$ cat src/rtl/instr_encoder.sv
// RV32I instruction encoder: packs field-level requests into 32-bit words and writes them to IMEM.
// Optional immediate range checking is enabled by defining ENCODER_RANGE_CHECK_EN.
//
// state | meaning
// IDLE  | ready for a request; legal requests are encoded and latched
// WRITE | imem_we asserted for the latched word; pointer and count advance
// FULL  | every IMEM word written; only clear or reset leaves this state
module instr_encoder #(
   parameter int ADDR_W = 8
) (
   input  logic              clk,
   input  logic              reset,
   input  logic              clear,
   input  logic              in_valid,
   output logic              in_ready,
   input  logic [2:0]        fmt,
   input  logic [6:0]        op,
   input  logic [2:0]        funct3,
   input  logic              funct7b5,
   input  logic [4:0]        rd,
   input  logic [4:0]        rs1,
   input  logic [4:0]        rs2,
   input  logic [31:0]       imm,
   output logic              imem_we,
   output logic [ADDR_W-1:0] imem_addr,
   output logic [31:0]       imem_wdata,
   output logic [ADDR_W:0]   count,
   output logic              full,
   output logic              err
);

   typedef enum logic [1:0] {
      IDLE  = 2'd0,
      WRITE = 2'd1,
      FULL  = 2'd2
   } state_t;

   localparam logic [ADDR_W-1:0] PTR_ONE  = 1;
   localparam logic [ADDR_W:0]   CNT_ONE  = 1;
   localparam logic [ADDR_W:0]   CAPACITY = {1'b1, {ADDR_W{1'b0}}};

   state_t            state;
   state_t            state_nx;
   logic [ADDR_W-1:0] ptr;
   logic [ADDR_W:0]   cnt;
   logic [ADDR_W:0]   cnt_inc;
   logic [ADDR_W-1:0] addr_q;
   logic [31:0]       word_q;
   logic              err_q;

   logic [31:0]       enc_word;
   logic              fmt_ok;
   logic              range_ok;
   logic              is_shift;
   logic              legal;

   assign is_shift = (op == 7'b0010011) && ((funct3 == 3'b001) || (funct3 == 3'b101));

   always_comb begin
      enc_word = 32'h0;
      fmt_ok   = 1'b1;
      case (fmt)
         3'd0: enc_word = {1'b0, funct7b5, 5'b00000, rs2, rs1, funct3, rd, op};
         3'd1: begin
            if (is_shift)
               enc_word = {1'b0, funct7b5, 5'b00000, imm[4:0], rs1, funct3, rd, op};
            else
               enc_word = {imm[11:0], rs1, funct3, rd, op};
         end
         3'd2: enc_word = {imm[11:5], rs2, rs1, funct3, imm[4:0], op};
         3'd3: enc_word = {imm[12], imm[10:5], rs2, rs1, funct3, imm[4:1], imm[11], op};
         3'd4: enc_word = {imm[31:12], rd, op};
         3'd5: enc_word = {imm[20], imm[10:1], imm[11], imm[19:12], rd, op};
         default: fmt_ok = 1'b0;
      endcase
   end

`ifdef ENCODER_RANGE_CHECK_EN
   // A value fits in an N-bit signed field when bits [31:N-1] are all equal.
   always_comb begin
      range_ok = 1'b1;
      case (fmt)
         3'd1, 3'd2: range_ok = (&imm[31:11]) || !(|imm[31:11]);
         3'd3:       range_ok = ((&imm[31:12]) || !(|imm[31:12])) && !imm[0];
         3'd4:       range_ok = (imm[11:0] == 12'h000);
         3'd5:       range_ok = ((&imm[31:20]) || !(|imm[31:20])) && !imm[0];
         default:    range_ok = 1'b1;
      endcase
   end
`else
   assign range_ok = 1'b1;
`endif

   assign legal   = fmt_ok && range_ok;
   assign cnt_inc = cnt + CNT_ONE;

   always_comb begin
      state_nx = state;
      case (state)
         IDLE: begin
            if (in_valid && legal)
               state_nx = WRITE;
         end
         WRITE: begin
            if (clear)
               state_nx = IDLE;
            else if (cnt_inc == CAPACITY)
               state_nx = FULL;
            else
               state_nx = IDLE;
         end
         FULL: begin
            if (clear)
               state_nx = IDLE;
         end
         default: state_nx = IDLE;
      endcase
   end

   always_ff @(posedge clk) begin
      if (reset) begin
         state  <= IDLE;
         ptr    <= '0;
         cnt    <= '0;
         addr_q <= '0;
         word_q <= 32'h0;
         err_q  <= 1'b0;
      end else begin
         state <= state_nx;
         case (state)
            IDLE: begin
               if (clear) begin
                  ptr   <= '0;
                  cnt   <= '0;
                  err_q <= 1'b0;
               end
               // A request arriving together with clear lands at address 0.
               if (in_valid) begin
                  if (legal) begin
                     word_q <= enc_word;
                     addr_q <= clear ? '0 : ptr;
                  end else begin
                     err_q <= 1'b1;
                  end
               end
            end
            WRITE: begin
               if (clear) begin
                  ptr   <= '0;
                  cnt   <= '0;
                  err_q <= 1'b0;
               end else begin
                  ptr <= ptr + PTR_ONE;
                  cnt <= cnt_inc;
               end
            end
            FULL: begin
               if (clear) begin
                  ptr   <= '0;
                  cnt   <= '0;
                  err_q <= 1'b0;
               end
            end
            default: ;
         endcase
      end
   end

   // Reset is sampled at the edge, so gate the strobe to kill a write in the reset cycle.
   assign imem_we    = (state == WRITE) && !reset;
   assign in_ready   = (state == IDLE);
   assign full       = (state == FULL);
   assign imem_addr  = addr_q;
   assign imem_wdata = word_q;
   assign count      = cnt;
   assign err        = err_q;

endmodule

$ cat config.mk
export PLATFORM = sky130hd
export DESIGN_NAME = instr_encoder
export DESIGN_NICKNAME = d
export VERILOG_FILES = /design/src/rtl/instr_encoder.sv
export SDC_FILE = /design/constraint.sdc
export NUM_CORES = 1
export LEC_CHECK = 0
export CAP_MARGIN = 40
export CORE_MARGIN = 3
export CORE_UTILIZATION = 25
export DETAILED_ROUTE_END_ITERATION = 10
export PLACE_DENSITY = 0.51
export SYNTH_ARGS = -nofsm -noshare
export SYNTH_HDL_FRONTEND = slang
export SYNTH_SLANG_ARGS = --single-unit
$ cat constraint.sdc
create_clock -name clk -period 4.6 [get_ports clk]
set_input_delay 0.92 -clock clk [delete_from_list [all_inputs] [get_ports clk]]
set_output_delay 0.92 -clock clk [all_outputs]
set_load 0.05 [all_outputs]
Word level (Yosys, flattened, before mapping)
Index checks and enable logic that the tools add are counted.
{"block": "totals", "latchBits": 0, "rom_bits": 0, "ram_bits": 0, "ff_bits": 60, "n_memories": 0, "output_inout_bits": 53, "input_bits": 65}
{"block": "classes", "multipliers": 0, "n_lt_le_gt_ge": 0, "bitwise_logic": 0, "add_sub_neg": 2, "n_eq_ne": 14, "div": 0, "reduce_logical": 15, "n_shift": 0, "muxes": 18}
{"operator": "$pmux W32 S6", "n": 1}
{"operator": "$mux W32", "n": 1}
{"operator": "$mux W9", "n": 2}
{"operator": "$pmux W9 S2", "n": 1}
{"operator": "$mux W8", "n": 2}
{"operator": "$pmux W8 S2", "n": 1}
{"operator": "$add A9 B1 Y9 const B", "n": 1}
{"operator": "$eq A3 B3 Y1 const B", "n": 3}
{"operator": "$eq A9 B9 Y1 const B", "n": 1}
{"operator": "$add A8 B1 Y8 const B", "n": 1}
{"operator": "$mux W2", "n": 4}
{"operator": "$eq A7 B5 Y1 const B", "n": 1}
{"operator": "$eq A3 B1 Y1 const B", "n": 2}
{"operator": "$eq A3 B2 Y1 const B", "n": 2}
{"operator": "$pmux W2 S3", "n": 1}
{"operator": "$reduce_or A6 Y1", "n": 1}
{"operator": "$mux W1", "n": 4}
{"operator": "$ne A2 B1 Y1 const B", "n": 2}
{"operator": "$reduce_and A2 Y1", "n": 2}
{"operator": "$reduce_bool A2 Y1", "n": 2}
{"operator": "$reduce_or A2 Y1", "n": 2}
{"operator": "$logic_and A1 B1 Y1", "n": 3}
{"operator": "$logic_not A3 Y1", "n": 1}
{"operator": "$reduce_and A3 Y1", "n": 1}
{"operator": "7 further kinds", "n": 7}

Longest topological paths before layout
{"block": "depth", "depth_word": 6, "depth_mapped": 8, "mapped_depth_nobuf": 6}

Worst setup path after synthesis
OpenSTA, ideal clock, no wires.
{"block": "synth_path", "path_type": "input -> output", "startpoint": "input reset", "endpoint": "output imem_we", "n_path_buf": 1, "path_slack_ns": 1.851, "arrival_time_ns": 1.829, "stages": 2, "path_cell_list": "clkbuf_1 -> nor2b_1"}
{"block": "synth_via", "elab_chain_len": 2}
{"element": "from (decl)", "line_no": "12", "source": "input logic reset,"}
{"element": "$logic_not A1 Y1", "line_no": "170", "source": "assign imem_we = (state == WRITE) && !reset;"}
{"element": "$logic_and A1 B1 Y1", "line_no": "170"}
{"element": "to (decl)", "line_no": "24", "source": "output logic imem_we,"}
Every way passes these cells.

Worst setup path after layout
Same ends and word-level chain as after synthesis.

==> flow_metrics.tcl <==
set metrics [dict create \
    status "finished clean" \
    core-area_um2 11170 \
    grt_first_pass_wirelength_um 15340 \
    setup_viol 0 \
    standard_cell_rows 38 \
    detail_route.iter0.violations 147 \
    grt_overflow_total 0 \
    die_h_um 114.4 \
    cts_buffer_depth 2 \
    antenna_left 0 \
    num_antenna_cells 0 \
    grtUsageTotal_pct 14.81 \
    clk_pin_slew_worst_paths_ns 0.06 \
    netlist.top_cell.by_area "dfxtp_1" \
    worst_r2r_path_depth 8 \
    syn_avg_cell_area_um2 8.249 \
    crit_required_ns 3.68 \
    worst_min_path_class "reg -> reg" \
    maximum_level_of_the_cts_h_tree 3 \
    synthDistinctLibCells 46 \
    max_slew_margin_pct 56.33 \
    post-synth-top-count-cell "dfxtp_1" \
    worstHoldEndpoint "imem_addr[2]" \
    number_of_global_route_vias_before_repair 2834 \
    postCtsHoldBufs 0 \
    synth.top_cells.by_count "60 x dfxtp_1, 44 x nor2_1, 30 x nand2_1" \
    filler_cell_count 1147 \
    wl_per_cell_um 16.25 \
    fin_total_pwr_mw 1.604 \
    finalSetupTns_ns 0 \
    grt_max_degree 55 \
    setup_repair_after_global_routing_missed_its_margin "false" \
    worstSetupPathType "in -> out" \
    drive_gt1_share_pct 5.806 \
    placement.io_buffers 117 \
    max_clock_freq_ghz 0.3361 \
    synth.area.top_cells "dfxtp_1 41%, nor2_1 5.6%, a21oi_1 4.4%" \
    synth-edff-count 0 \
    post_synth_inst_count 356 \
    arrival_time_of_data_at_the_critical_path_endpoint_ns 2.06 \
    remaining_drc_errors 0 \
    dominantRegCellSynth "dfxtp_1" \
    synth_fp_nets 428 \
    area_growth_syn_to_layout_pct 54.37 \
    yosysWarningCount 0 \
    drt-pass1-iter-count 4 \
    fin_worst_hold_slack_ns 0.4495 \
    synth-seq-area-share_pct 40.90 \
    cts-root-buf "clkbuf_16" \
    final_hold_viol_count 0 \
    routed_wl_um 9829 \
    synth_async_sr_flop_share_pct 0 \
    insertion_delay_ns 0.32 \
    worstReg2RegEnd "imem_wdata[10]" \
    ir_worst_vdd_mv 0.1969 \
    worstReg2RegStart "state[0]" \
    gp_routability_congestion 0.7446 \
    hold_depth 2 \
    layout.nets 532 \
    cts_resized 0 \
    fin_crit_sh_pct 64.68 \
    max_cap_viol_count 0 \
    crit_path_max_fanout 2 \
    final_core_utilization_pct 40.57 \
    dp_hpwl_um 7156 \
    postCtsSetupBuffers 0 \
    floorplan.die_area_um2 13080 \
    horizontal_die_dimension_um 114.4 \
    final-max-slew-violation-count 0 \
    r2r_slack_ns 2.35 \
    ys_seq_elements 60 \
    detail_route.vias_per_cell 4.988 \
    power_leakage_nw 1.594 \
    numClockSinks 60 \
    tritoncts_clock_tree "built" \
    number_of_antenna_violations_at_the_first_check_in_global_routing 0 \
    cts_inserted_buffers 9 \
    hold_path.startpoint "imem_addr[2]" \
    tightest_slew_ns 0.6369 \
    clock_skew_ns 0.004194 \
    post-synth-top-area-fraction_pct 40.90 \
    crit_path_start_kind "input pin" \
    critical_path.endpoint_type "output port" \
    routed-via-count 3018 \
    pwr_density_cell_nw_per_um2 353.8 \
    post-route-min-period_ns 2.975 \
    synth_area_um2 2937 \
    placed_cells 588 \
    initial_core_util_pct 26.28 \
    post_layout_nonfiller_instances 605 \
    design.portCount 118 \
]
-- registers in the layout (all words and copies together), names as in the netlist --
register / cells
imem_addr: 8
imem_wdata: 32
ptr: 8
count: 9
err: 1
state: 2
-- area by class of cell --
type                            instances  area [um2]  share of cell area [%]
Multi-Input combinational cell        257        1587                   35.00
Clock buffer                            9       225.2                   4.968
Inverter                               10       37.54                  0.8280
Timing Repair Buffer                  122        1209                   26.66
Tap cell                              140       175.2                   3.864
Sequential cell                        60        1201                   26.50
Clock inverter                          7       98.84                   2.181
-- routing by layer --
| layer | track usage (%) | up-vias | wire length [um] |
|---|---|---|---|
| li1 | - | 1519 | - |
| met1 | 20.40 | 1407 | 4582 |
| met2 | 22.74 | 84 | 4564 |
| met3 | 3.753 | 8 | 559 |
| met4 | 4.513 | 0 | 123 |
| met5 | 0 | - | 0 |
-- placed cells by master (no fill, tap or decap), drive strengths merged, types with 3 or more instances in the layout --
cell type / count
clkdlybuf4s50: 116
dfxtp: 60
nor2: 44
nand2: 30
a21oi: 26
nor3: 18
a221oi: 14
nand3b: 13
o21ai: 11
inv: 11
clkbuf: 10
a211oi: 9
xor2: 8
nand3: 8
ha: 7
a22oi: 6
nand4: 6
a32oi: 6
nor2b: 5
and3: 5
a31oi: 5
a311oi: 5
a22o: 5
buf: 5
or3: 3
or4b: 3
clkinv: 3
-- cells by family (layout without fill, tap and decap cells) --
logic type                 Yosys count  count (layout)  synth area share (%)
and+or+nand+nor                    143             143                 24.67
DFF                                 60              60                 40.90
xor gates and xnor gates            10              10                 2.983
buffers and inverters               39             148                 5.454
AOI/OAI and AO/OA                   94              94                 21.94
adders and majority gates            7               7                 2.982
muxes                                3               3                 1.065
-- metrics by stage --
step | worst slack, ns | instance area, um2
global route | 1.508 | 4533
CTS | 1.599 | 4528
detailed placement | 1.390 | 4204
global placement | 1.410 | 4189
finish | 1.625 | 4533
floorplan | 1.851 | 2937
-- worst max path at each step --
| stage | slack [ns] | startpoint | cells past startpoint | end |
|---|---|---|---|---|
| 3_5_place_dp | 1.39 | fmt[2] | 6 | imem_wdata[10] |
| 6_report | 1.62 | reset | 3 | imem_we |
| 5_1_grt | 1.51 | fmt[2] | 6 | imem_wdata[8] |
| 2_1_floorplan | 1.85 | reset | 2 | imem_we |
| 3_3_place_gp | 1.41 | fmt[2] | 6 | imem_wdata[8] |
| 4_1_cts | 1.60 | reset | 3 | imem_we |
-- where the power goes --
| part | switching (mW) | internal [mW] | leakage [nW] |
|---|---|---|---|
| clock | 0.256 | 0.478 | 0.156 |
| combinational | 0.184 | 0.128 | 0.947 |
| sequential | 0.0137 | 0.544 | 0.490 |
-- worst max-delay path, cell delays in order --
cell             delay (ns)
buf_2                  0.12
nor2b_1                0.18
clkdlybuf4s50_1        0.84
(Power assumes the default switching activity.)
